$ cat config.mk
export PLATFORM = sky130hd
export DESIGN_NAME = irq_sense_unit_flat
export DESIGN_NICKNAME = d
export VERILOG_FILES = /design/src/rtl/irq_sense_unit_if.sv /design/src/rtl/irq_sense_unit.sv /design/src/flat_wrapper.sv
export SDC_FILE = /design/constraint.sdc
export NUM_CORES = 1
export LEC_CHECK = 0
export BUFFER_PORTS_ARGS = -buffer_cell sky130_fd_sc_hd__buf_2
export CAP_MARGIN = 20
export CORE_UTILIZATION = 55
export DETAILED_ROUTE_END_ITERATION = 7
export PLACE_DENSITY = 0.8
export SLEW_MARGIN = 10
export SYNTH_ARGS = -nofsm -noshare
export SYNTH_HDL_FRONTEND = slang
export SYNTH_SLANG_ARGS = --single-unit
$ cat constraint.sdc
create_clock -name clk -period 9.5 [get_ports clk]
set_input_delay 1.425 -clock clk [delete_from_list [all_inputs] [get_ports clk]]
set_output_delay 1.425 -clock clk [all_outputs]
set_load 0.03 [all_outputs]
$ cat src/rtl/irq_sense_unit_if.sv
// Signal bundle between the IRQ sense unit and the interrupt controller / bench.
// The master drives the pins, configuration and acknowledges. The slave returns status and requests.
interface irq_sense_unit_if #(
    parameter int N_IRQ = 16,
    parameter int ID_W  = 5
);
    logic [N_IRQ-1:0]   irq_pin;
    logic [2*N_IRQ-1:0] sense_cfg;
    logic [N_IRQ-1:0]   ier;
    logic [N_IRQ-1:0]   dtc_sel;
    logic               isr_wr_en;
    logic [N_IRQ-1:0]   isr_wdata;
    logic               cpu_ack;
    logic               dtc_ack;
    logic [ID_W-1:0]    ack_id;
    logic [N_IRQ-1:0]   isr_rdata;
    logic [N_IRQ-1:0]   irq_req;
    logic [N_IRQ-1:0]   dtc_req;
    logic               irq_valid;
    logic [ID_W-1:0]    irq_id;

    modport master (
        output irq_pin, sense_cfg, ier, dtc_sel, isr_wr_en, isr_wdata,
               cpu_ack, dtc_ack, ack_id,
        input  isr_rdata, irq_req, dtc_req, irq_valid, irq_id
    );

    modport slave (
        input  irq_pin, sense_cfg, ier, dtc_sel, isr_wr_en, isr_wdata,
               cpu_ack, dtc_ack, ack_id,
        output isr_rdata, irq_req, dtc_req, irq_valid, irq_id
    );
endinterface

$ cat src/rtl/irq_sense_unit.sv
// External IRQ input stage: per-pin synchroniser, glitch filter, sense detection,
// write-0-to-clear status, and CPU/DTC request routing with a registered priority encoder.
module irq_sense_unit #(
    parameter int N_IRQ       = 16,
    parameter int SYNC_STAGES = 2,
    parameter int FILT_CYCLES = 2,
    parameter int ID_W        = 5
) (
    input  logic            clk,
    input  logic            rst,
    irq_sense_unit_if.slave bus
);
    localparam int CNT_W = $clog2(FILT_CYCLES + 1);
    localparam int FL_W  = $clog2(SYNC_STAGES + 1);

    logic [N_IRQ-1:0] r_sync [SYNC_STAGES];
    logic [CNT_W-1:0] r_filtCnt [N_IRQ];
    logic [N_IRQ-1:0] r_filt;
    logic [N_IRQ-1:0] r_filtD;
    logic [N_IRQ-1:0] r_armed;
    logic [N_IRQ-1:0] r_status;
    logic [FL_W-1:0]  r_flushCnt;
    logic             r_irqValid;
    logic [ID_W-1:0]  r_irqId;

    logic [N_IRQ-1:0] w_sync;
    logic             w_flushed;
    logic [N_IRQ-1:0] w_edgeEv;
    logic [N_IRQ-1:0] w_levelEv;
    logic [N_IRQ-1:0] w_clear;
    logic [N_IRQ-1:0] w_req;
    logic             w_anyReq;
    logic [ID_W-1:0]  w_lowId;

    always_ff @(posedge clk or posedge rst) begin
        if (rst) begin
            for (int s = 0; s < SYNC_STAGES; s++) begin
                r_sync[s] <= '1;
            end
        end else begin
            r_sync[0] <= bus.irq_pin;
            for (int s = 1; s < SYNC_STAGES; s++) begin
                r_sync[s] <= r_sync[s-1];
            end
        end
    end

    assign w_sync = r_sync[SYNC_STAGES-1];

    // The chain holds reset ones for SYNC_STAGES cycles after release. This counter marks
    // when the last stage first carries a real pin sample.
    always_ff @(posedge clk or posedge rst) begin
        if (rst) begin
            r_flushCnt <= '0;
        end else if (!w_flushed) begin
            r_flushCnt <= r_flushCnt + 1'b1;
        end
    end

    assign w_flushed = (r_flushCnt == FL_W'(SYNC_STAGES));

    always_ff @(posedge clk or posedge rst) begin
        if (rst) begin
            r_filt <= '1;
            for (int i = 0; i < N_IRQ; i++) begin
                r_filtCnt[i] <= '0;
            end
        end else begin
            for (int i = 0; i < N_IRQ; i++) begin
                if (w_sync[i] == r_filt[i]) begin
                    r_filtCnt[i] <= '0;
                end else if (r_filtCnt[i] == CNT_W'(FILT_CYCLES)) begin
                    r_filt[i]    <= w_sync[i];
                    r_filtCnt[i] <= '0;
                end else begin
                    r_filtCnt[i] <= r_filtCnt[i] + 1'b1;
                end
            end
        end
    end

    // Edges count only once a channel has been seen idle-high after reset. A pin held low
    // through reset therefore shows up as a level and never as a falling edge.
    always_ff @(posedge clk or posedge rst) begin
        if (rst) begin
            r_filtD <= '1;
            r_armed <= '0;
        end else begin
            r_filtD <= r_filt;
            r_armed <= r_armed | ({N_IRQ{w_flushed}} & w_sync);
        end
    end

    always_comb begin
        w_edgeEv  = '0;
        w_levelEv = '0;
        w_clear   = '0;
        for (int i = 0; i < N_IRQ; i++) begin
            case (bus.sense_cfg[2*i +: 2])
                2'b00:   w_levelEv[i] = ~r_filt[i];
                2'b01:   w_edgeEv[i]  = r_armed[i] & r_filtD[i] & ~r_filt[i];
                2'b10:   w_edgeEv[i]  = r_armed[i] & ~r_filtD[i] & r_filt[i];
                default: w_edgeEv[i]  = r_armed[i] & (r_filtD[i] ^ r_filt[i]);
            endcase
            w_clear[i] = (bus.isr_wr_en & ~bus.isr_wdata[i])
                       | (bus.cpu_ack & ~bus.dtc_sel[i] & (bus.ack_id == ID_W'(i)))
                       | (bus.dtc_ack &  bus.dtc_sel[i] & (bus.ack_id == ID_W'(i)));
        end
    end

    // Edge events win over a same-cycle clear so none is lost. A held low level yields to the
    // clear for that one cycle and re-asserts on the next.
    always_ff @(posedge clk or posedge rst) begin
        if (rst) begin
            r_status <= '0;
        end else begin
            r_status <= w_edgeEv | (~w_clear & (r_status | w_levelEv));
        end
    end

    assign w_req = r_status & bus.ier & ~bus.dtc_sel;

    always_comb begin
        w_anyReq = |w_req;
        w_lowId  = '0;
        for (int i = N_IRQ - 1; i >= 0; i--) begin
            if (w_req[i]) begin
                w_lowId = ID_W'(i);
            end
        end
    end

    always_ff @(posedge clk or posedge rst) begin
        if (rst) begin
            r_irqValid <= 1'b0;
            r_irqId    <= '0;
        end else begin
            r_irqValid <= w_anyReq;
            if (w_anyReq) begin
                r_irqId <= w_lowId;
            end
        end
    end

    assign bus.isr_rdata = r_status;
    assign bus.irq_req   = w_req;
    assign bus.dtc_req   = r_status & bus.ier & bus.dtc_sel;
    assign bus.irq_valid = r_irqValid;
    assign bus.irq_id    = r_irqId;
endmodule
$ cat src/flat_wrapper.sv
// flat-port wrapper written by rule: the top's interface ports become plain ports
module irq_sense_unit_flat 
#(
    parameter int N_IRQ       = 16,
    parameter int SYNC_STAGES = 2,
    parameter int FILT_CYCLES = 2,
    parameter int ID_W        = 5
)
  (clk, rst, bus_irq_pin, bus_sense_cfg, bus_ier, bus_dtc_sel, bus_isr_wr_en, bus_isr_wdata, bus_cpu_ack, bus_dtc_ack, bus_ack_id, bus_isr_rdata, bus_irq_req, bus_dtc_req, bus_irq_valid, bus_irq_id);
  irq_sense_unit_if #(.N_IRQ(N_IRQ), .ID_W(ID_W)) bus_i ();
  input  logic clk;
  input  logic rst;
  input wire logic [$bits(bus_i.irq_pin)-1:0] bus_irq_pin;
  input wire logic [$bits(bus_i.sense_cfg)-1:0] bus_sense_cfg;
  input wire logic [$bits(bus_i.ier)-1:0] bus_ier;
  input wire logic [$bits(bus_i.dtc_sel)-1:0] bus_dtc_sel;
  input wire logic [$bits(bus_i.isr_wr_en)-1:0] bus_isr_wr_en;
  input wire logic [$bits(bus_i.isr_wdata)-1:0] bus_isr_wdata;
  input wire logic [$bits(bus_i.cpu_ack)-1:0] bus_cpu_ack;
  input wire logic [$bits(bus_i.dtc_ack)-1:0] bus_dtc_ack;
  input wire logic [$bits(bus_i.ack_id)-1:0] bus_ack_id;
  output wire logic [$bits(bus_i.isr_rdata)-1:0] bus_isr_rdata;
  output wire logic [$bits(bus_i.irq_req)-1:0] bus_irq_req;
  output wire logic [$bits(bus_i.dtc_req)-1:0] bus_dtc_req;
  output wire logic [$bits(bus_i.irq_valid)-1:0] bus_irq_valid;
  output wire logic [$bits(bus_i.irq_id)-1:0] bus_irq_id;
  assign bus_i.irq_pin = bus_irq_pin;
  assign bus_i.sense_cfg = bus_sense_cfg;
  assign bus_i.ier = bus_ier;
  assign bus_i.dtc_sel = bus_dtc_sel;
  assign bus_i.isr_wr_en = bus_isr_wr_en;
  assign bus_i.isr_wdata = bus_isr_wdata;
  assign bus_i.cpu_ack = bus_cpu_ack;
  assign bus_i.dtc_ack = bus_dtc_ack;
  assign bus_i.ack_id = bus_ack_id;
  assign bus_isr_rdata = bus_i.isr_rdata;
  assign bus_irq_req = bus_i.irq_req;
  assign bus_dtc_req = bus_i.dtc_req;
  assign bus_irq_valid = bus_i.irq_valid;
  assign bus_irq_id = bus_i.irq_id;
  irq_sense_unit #(.N_IRQ(N_IRQ), .SYNC_STAGES(SYNC_STAGES), .FILT_CYCLES(FILT_CYCLES), .ID_W(ID_W)) u_core (.clk(clk), .rst(rst), .bus(bus_i));
endmodule
==> results of run 1 <==
==> critical path, stage by stage <==
cell      delay [ps]
buf_2            120
nand3b_2         260
inv_1            120
buf_2            210
==> cell families (layout without fill, tap and decap cells) <==
logic type,after synthesis,after routing
compound gates,79,79
xor+xnor,17,17
fa+ha+maj,1,1
buf+inv,24,209
flops,135,135
mux,32,32
other cells,1,1
simple gates,183,183
==> stage by stage <==
step / instance area (um2) / util [%] / total power, mW / instances / worst slack [ps]
4_1_cts: 7350 / 71.5 / 2.29 / 792 / 5930
3_3_place_gp: 6730 / 65.5 / 1.55 / 761 / 5970
6_report: 7370 / 71.8 / 2.28 / 793 / 5930
3_5_place_dp: 6730 / 65.5 / 1.59 / 761 / 5940
5_1_grt: 7370 / 71.8 / 2.40 / 793 / 5900
2_1_floorplan: 5780 / - / 1.39 / 472 / 4570
==> worst max path at each step <==
stage | from | end | slack [ps] | cells past startpoint
final | bus_dtc_sel[10] | bus_irq_req[10] | 5930 | 4
after detailed placement | bus_dtc_sel[10] | bus_irq_req[10] | 5940 | 4
after global placement | bus_dtc_sel[10] | bus_irq_req[10] | 5970 | 4
after global routing | bus_dtc_sel[10] | bus_irq_req[10] | 5900 | 4
after CTS | bus_dtc_sel[10] | bus_irq_req[10] | 5930 | 4
after floorplan | rst | u_core.bus.irq_id[0] | 4570 | 1
==> per-layer routing <==
metal | track usage [%] | vias to the layer above | share of wire [%]
li1 | - | 2039 | -
met1 | 35.6 | 2235 | 41
met2 | 47.9 | 163 | 51
met3 | 6.30 | 29 | 5.3
met4 | 10.2 | 0 | 2.3
met5 | 0 | - | 0
==> cell usage after synthesis (2+ instances only) <==
cell	instances
nor4_1	4
a21o_1	16
o21ai_0	33
and3b_1	2
o21ai_1	3
clkbuf_1	3
xnor2_1	17
nand3b_2	2
nand2b_1	2
nor3_1	46
dfrtp_1	71
o2111ai_2	2
and3_1	15
o22ai_1	16
nand3b_4	11
nor2b_1	17
o211ai_1	2
mux2i_1	16
dfstp_2	64
nand3b_1	18
nor2_1	3
nor3b_1	16
nand4_1	3
inv_1	16
inv_2	2
mux2_2	16
nand2_1	39
==> power groups by stage <==
stage,clock network [mW],registers (mW),logic [mW]
after global placement,0,0.974,0.576
after CTS,0.686,0.994,0.607
after floorplan,0,1.03,0.354
after detailed placement,0,0.993,0.595
after global routing,0.713,1.03,0.659
final,0.680,0.998,0.606
==> flip-flops by register name (all words and copies together), names as in the netlist <==
register,count
u_core.bus.irq_valid,1
u_core.r_sync,16
u_core.bus.isr_rdata,16
u_core.r_filtCnt,32
u_core.bus.irq_id,4
u_core.r_filt,16
u_core.r_armed,16
u_core.r_filtD,16
u_core.r_flushCnt,2
u_core.w_sync,16
==> area by class of cell <==
cell class / count / area [um2]
clock buffer: 20 / 445
sequential: 135 / 3460
timing repair buffer: 160 / 826
multi-input combinational: 313 / 2230
clock inverter: 11 / 174
fill: 731 / 2900
inverter: 18 / 70.1
tap: 136 / 170
==> flow_summary.toml, run 1 <==
[synth]
synth.area.top_cells = "dfrtp_1 (31%), dfstp_2 (29%), nor3_1 (4.0%)"
synth-compound-area-share_pct = 8.80
synth_largest_type_area_fraction_pct = 30.7
async_flop_share_pct = 100
synth_area_per_cell_um2 = 12.3
synth_seq_cells = 135
ys_warn_count = 0
synth_enable_flop_cells = 0
synth_top_cell_by_area = "dfrtp_1"
synth_fa_ha_area_share_pct = 0.216
synthDistinctLibCells = 44
syn_nets = 579
ys.flop_type = "dfrtp_1"
synth_top_family_by_area = "simple AND/OR/NAND/NOR gates"
yosysSeqAreaShare_pct = 59.8
synth_mux_area_share_pct = 5.88
synthCells = 472
synth_xor_area_share_pct = 2.57
syn_area_um2 = 5780
synth-simple-area-share_pct = 21.0

[layout]
syn_to_final_growth_pct = 27.5
drive_above_1_share_pct = 44.7
final_cell_mix = "buf_2 (158), dfrtp_1 (71), dfstp_2 (64)"
antenna_cells = 0
layout.nets = 752
final_common_cell = "buf_2"

[timing]
max_freq_mhz = 280
setup_violations = 0
fin_crit_ps = 3570
slew_violations = 0
fin_crit_sh_pct = 37.5
clock_skew_ps = 7.36
rsz0062_at_grt = "false"
holdWs_ps = 355
tightest_slew_ps = 943
relSlewSlack_pct = 37.1
finalHoldViolations = 0
finalSetupTns_ps = 0

[global_route]
grt_max_degree = 83
grt_use_total_pct = 28.2
grt_pass1_wl_um = 23300
antenna_found_initial = 0
first_global_vias = 4577
overflow = 0

[power]
powerDensity_nw_per_um2 = 310
pwr-share-seq_pct = 43.7
pwr-share-clk_pct = 29.8
leakage_nw = 3.46
p_switching_mw = 0.774
internal_power_mw = 1.51
swShare_pct = 33.9
combPwrFrac_pct = 26.5
max-vdd-ir-drop_mv = 0.204

[critical_path]
required_ps = 8080
reg2reg_slack_ps = 7910
path_class = "in2out"
reg2reg_to = "u_core.r_flushCnt[1]"
reg2reg_depth = 3
worst_setup_path_end_kind = "primary output"
path_max_fanout = 3
reg2reg_from = "u_core.r_flushCnt[0]"
startpoint_type = "input port"
critPathArrivalTime_ps = 2140

[placed_design]
numPortBuffers = 158
dp_hpwl_um = 9710
routabilityCongestion = 0.787

[floorplan]
die_area_um2 = 10900
rows = 37
die_w_um = 105
core_um2 = 10300
pin_count = 160
die_h_um = 105
start_util_pct = 56.3

[clock_network]
h-tree-depth = 4
clk_latency_ps = 510
clkSinkCount = 135
cts_buffer_depth = 2
cts-root-buf = "clkbuf_8"
post_cts_buffers = 0
clk_pin_slew_ps = 60
cts_tree = "yes"
cts_resized = 0
postCtsHoldBufs = 0
cts_made_buffers = 17

[drt]
final_antenna_net_count = 0
drc = 0
drt-total-wl_um = 14500
wl_per_cell_um = 18.3
drtPass1Iterations = 4
via_per_inst = 5.63
vias = 4466
drtIter0Drc = 200

[min_path]
hp-class = "reg2reg"
hold_end = "u_core.w_sync[15]"
hold_path_depth = 0
min-delay-start = "u_core.r_sync[31]"

[run_status]
status = "finished, final reports clean"

[run]
cap_viol_max_count = 0
Note: power is estimated with default switching activity, not from simulation.
==> run 2: changes to the inputs <==
ABC_AREA = 1   (was not set)
CORE_UTILIZATION = 48   (was 55)
PLACE_DENSITY = 0.74   (was 0.8)
clock period = 2.95 ns   (was 9.5 ns; I/O delays follow)
==> run 2 against run 1 <==
Compared with the run above: via count up 13%; synthesized area up 3.9%; combinational power rose to 3.4 times the previous value; cell count up 26%; flip-flop and latch count unchanged; non-clock buffer count down 1; sequential power rose to 3.1 times the previous value; clock skew up 4.8 ps; core utilization down 9.4 points; critical path type is now reg2out; largest power group unchanged.
==> flow_summary.toml, run 2 <==
[timing]
fin_crit_ps = 1930
tightest_slew_ps = 957
finalSetupTns_ps = 0
holdWs_ps = 117
setup_violations = 0
rsz0062_at_grt = "false"
finalHoldViolations = 0
clock_skew_ps = 12.1
fin_crit_sh_pct = 65.4
slew_violations = 0
relSlewSlack_pct = 36.2
max_freq_mhz = 518

[drt]
drtPass1Iterations = 5
drtIter0Drc = 285
drt-total-wl_um = 14800
wl_per_cell_um = 14.8
final_antenna_net_count = 0
vias = 5066
via_per_inst = 5.06
drc = 0

[critical_path]
startpoint_type = "register"
worst_setup_path_end_kind = "primary output"
critPathArrivalTime_ps = 1490
path_class = "reg2out"
required_ps = 2510
path_max_fanout = 3

[synth]
syn_nets = 755
yosys-top-cells-count = "nand2_1 (110), inv_1 (104), dfrtp_1 (71)"
synth.most_common_cell = "nand2_1"
synth_seq_cells = 135
synthDistinctLibCells = 33
ys_warn_count = 0
yosysSeqAreaShare_pct = 57.5
syn_area_um2 = 6010
synth_largest_type_area_fraction_pct = 29.6
synth_top_cell_by_area = "dfrtp_1"
synthCells = 648
ys.flop_type = "dfrtp_1"
synth_area_per_cell_um2 = 9.28
synth.area.top_cells = "dfrtp_1 (30%), dfstp_2 (28%), nand2_1 (6.9%)"
async_flop_share_pct = 100
synth_enable_flop_cells = 0

[power]
pwr-share-clk_pct = 27.0
pwr-share-seq_pct = 43.7
swShare_pct = 36.1
max-vdd-ir-drop_mv = 0.424
powerDensity_nw_per_um2 = 938
combPwrFrac_pct = 29.3
p_switching_mw = 2.56
leakage_nw = 3.81
internal_power_mw = 4.52

[layout]
multiInputGateArea_um2 = 2080
top_register = "u_core.r_filtCnt"
largest_reg_flops = 32
layout.nets = 927
final_common_cell = "buf_2"
syn_to_final_growth_pct = 25.5
fillers = 1041
seq_area_um2 = 3460
antenna_cells = 0
final_cell_mix = "buf_2 (158), nand2_1 (110), inv_1 (103)"
drive_above_1_share_pct = 33.7
instances_no_fill = 1001

[floorplan]
rows = 40
die_area_um2 = 13000
die_w_um = 114
core_um2 = 12100
pin_count = 160
start_util_pct = 49.6
die_h_um = 114

[clock_network]
cts_made_buffers = 17
h-tree-depth = 4
clkSinkCount = 135
clk_latency_ps = 420
postCtsHoldBufs = 0
cts_resized = 0
clk_pin_slew_ps = 60
cts_buffer_depth = 2
cts-root-buf = "clkbuf_16"
cts_tree = "yes"
post_cts_buffers = 0

[placed_design]
dpl.cell_count = 969
routabilityCongestion = 0.848
dp_hpwl_um = 11000
numPortBuffers = 158

[global_route]
grt_max_degree = 136
overflow = 0
antenna_found_initial = 0
grt_pass1_wl_um = 24100
grt_use_total_pct = 24.9
first_global_vias = 5109

[min_path]
hp-class = "in2reg"

[run]
cap_viol_max_count = 0

[run_status]
status = "finished, final reports clean"
-- run 2: changes by cell type after synthesis, sizes merged, moves of 17 or more --
cell,previous run,this run
nor2,3,67
a21oi,1,19
nand2,39,112
nor3,46,63
inv,18,119
nand3b,31,0
nor2b,17,0
-- run 2: cell type report --
cell class | count | share of cell area (%)
flip-flops and latches | 135 | 45.8
multi-input cells | 388 | 27.6
repair buffers | 159 | 10.7
clock buffers | 28 | 6.85
inverters | 119 | 5.97
well taps | 168 | 2.79
clock inverters | 4 | 0.265
-- run 2: routing by layer --
layer	part of all wire (%)	global-route usage, %	vias up	wire length [um]
met5	0	0	-	0
met4	1.6	9.78	0	240
met3	6.4	6.80	17	944
met2	49	41.8	183	7230
met1	43	30.6	2410	6440
li1	-	-	2456	-
-- run 2: critical path, stage by stage, from the launching register on --
cell	delay (ps)
dfrtp_1	350
inv_1	70
nor3_1	370
buf_2	280
-- run 2: cells by family after synthesis --
kind of cell,count (synthesis),share of synthesized area [%]
flops,135,57.5
fa+ha+maj,1,0.208
mux,6,0.999
other cells,1,0.0624
simple gates,259,19.5
compound gates,104,11.4
buf+inv,125,7.87
xor+xnor,17,2.48
-- run 2: power by group through the flow --
stage	clock [mW]	sequential [mW]	combinational, mW
after floorplan	0	3.25	1.25
after CTS	1.94	3.09	2.09
final	1.91	3.09	2.08
after detailed placement	0	3.10	2.07
after global placement	0	3.05	2.00
after global routing	2.02	3.17	2.32
-- run 2: path summary, 6_finish.rpt --
kind,from,endpoint,slack [ps],depth (start not counted)
min reg2reg,u_core.r_sync[23],u_core.w_sync[7],350,0
min in group asynchronous,rst,u_core.r_armed[12],230,3
min,bus_irq_pin[0],u_core.r_sync[16],120,1
max,u_core.bus.isr_rdata[2],bus_irq_req[2],1020,3
max reg2reg,u_core.r_flushCnt[0],u_core.r_flushCnt[1],1330,3
max in group asynchronous,rst,u_core.r_filtCnt[31],2220,3
-- run 2: per-stage QoR --
step / instance area, um2 / util (%) / power [mW] / setup WS (ps)
2_1_floorplan: 6020 / - / 4.50 / 881
3_3_place_gp: 7010 / 57.9 / 5.05 / 1230
3_5_place_dp: 7010 / 57.9 / 5.18 / 1210
4_1_cts: 7550 / 62.3 / 7.12 / 1010
5_1_grt: 7550 / 62.3 / 7.52 / 958
6_report: 7550 / 62.3 / 7.08 / 1020
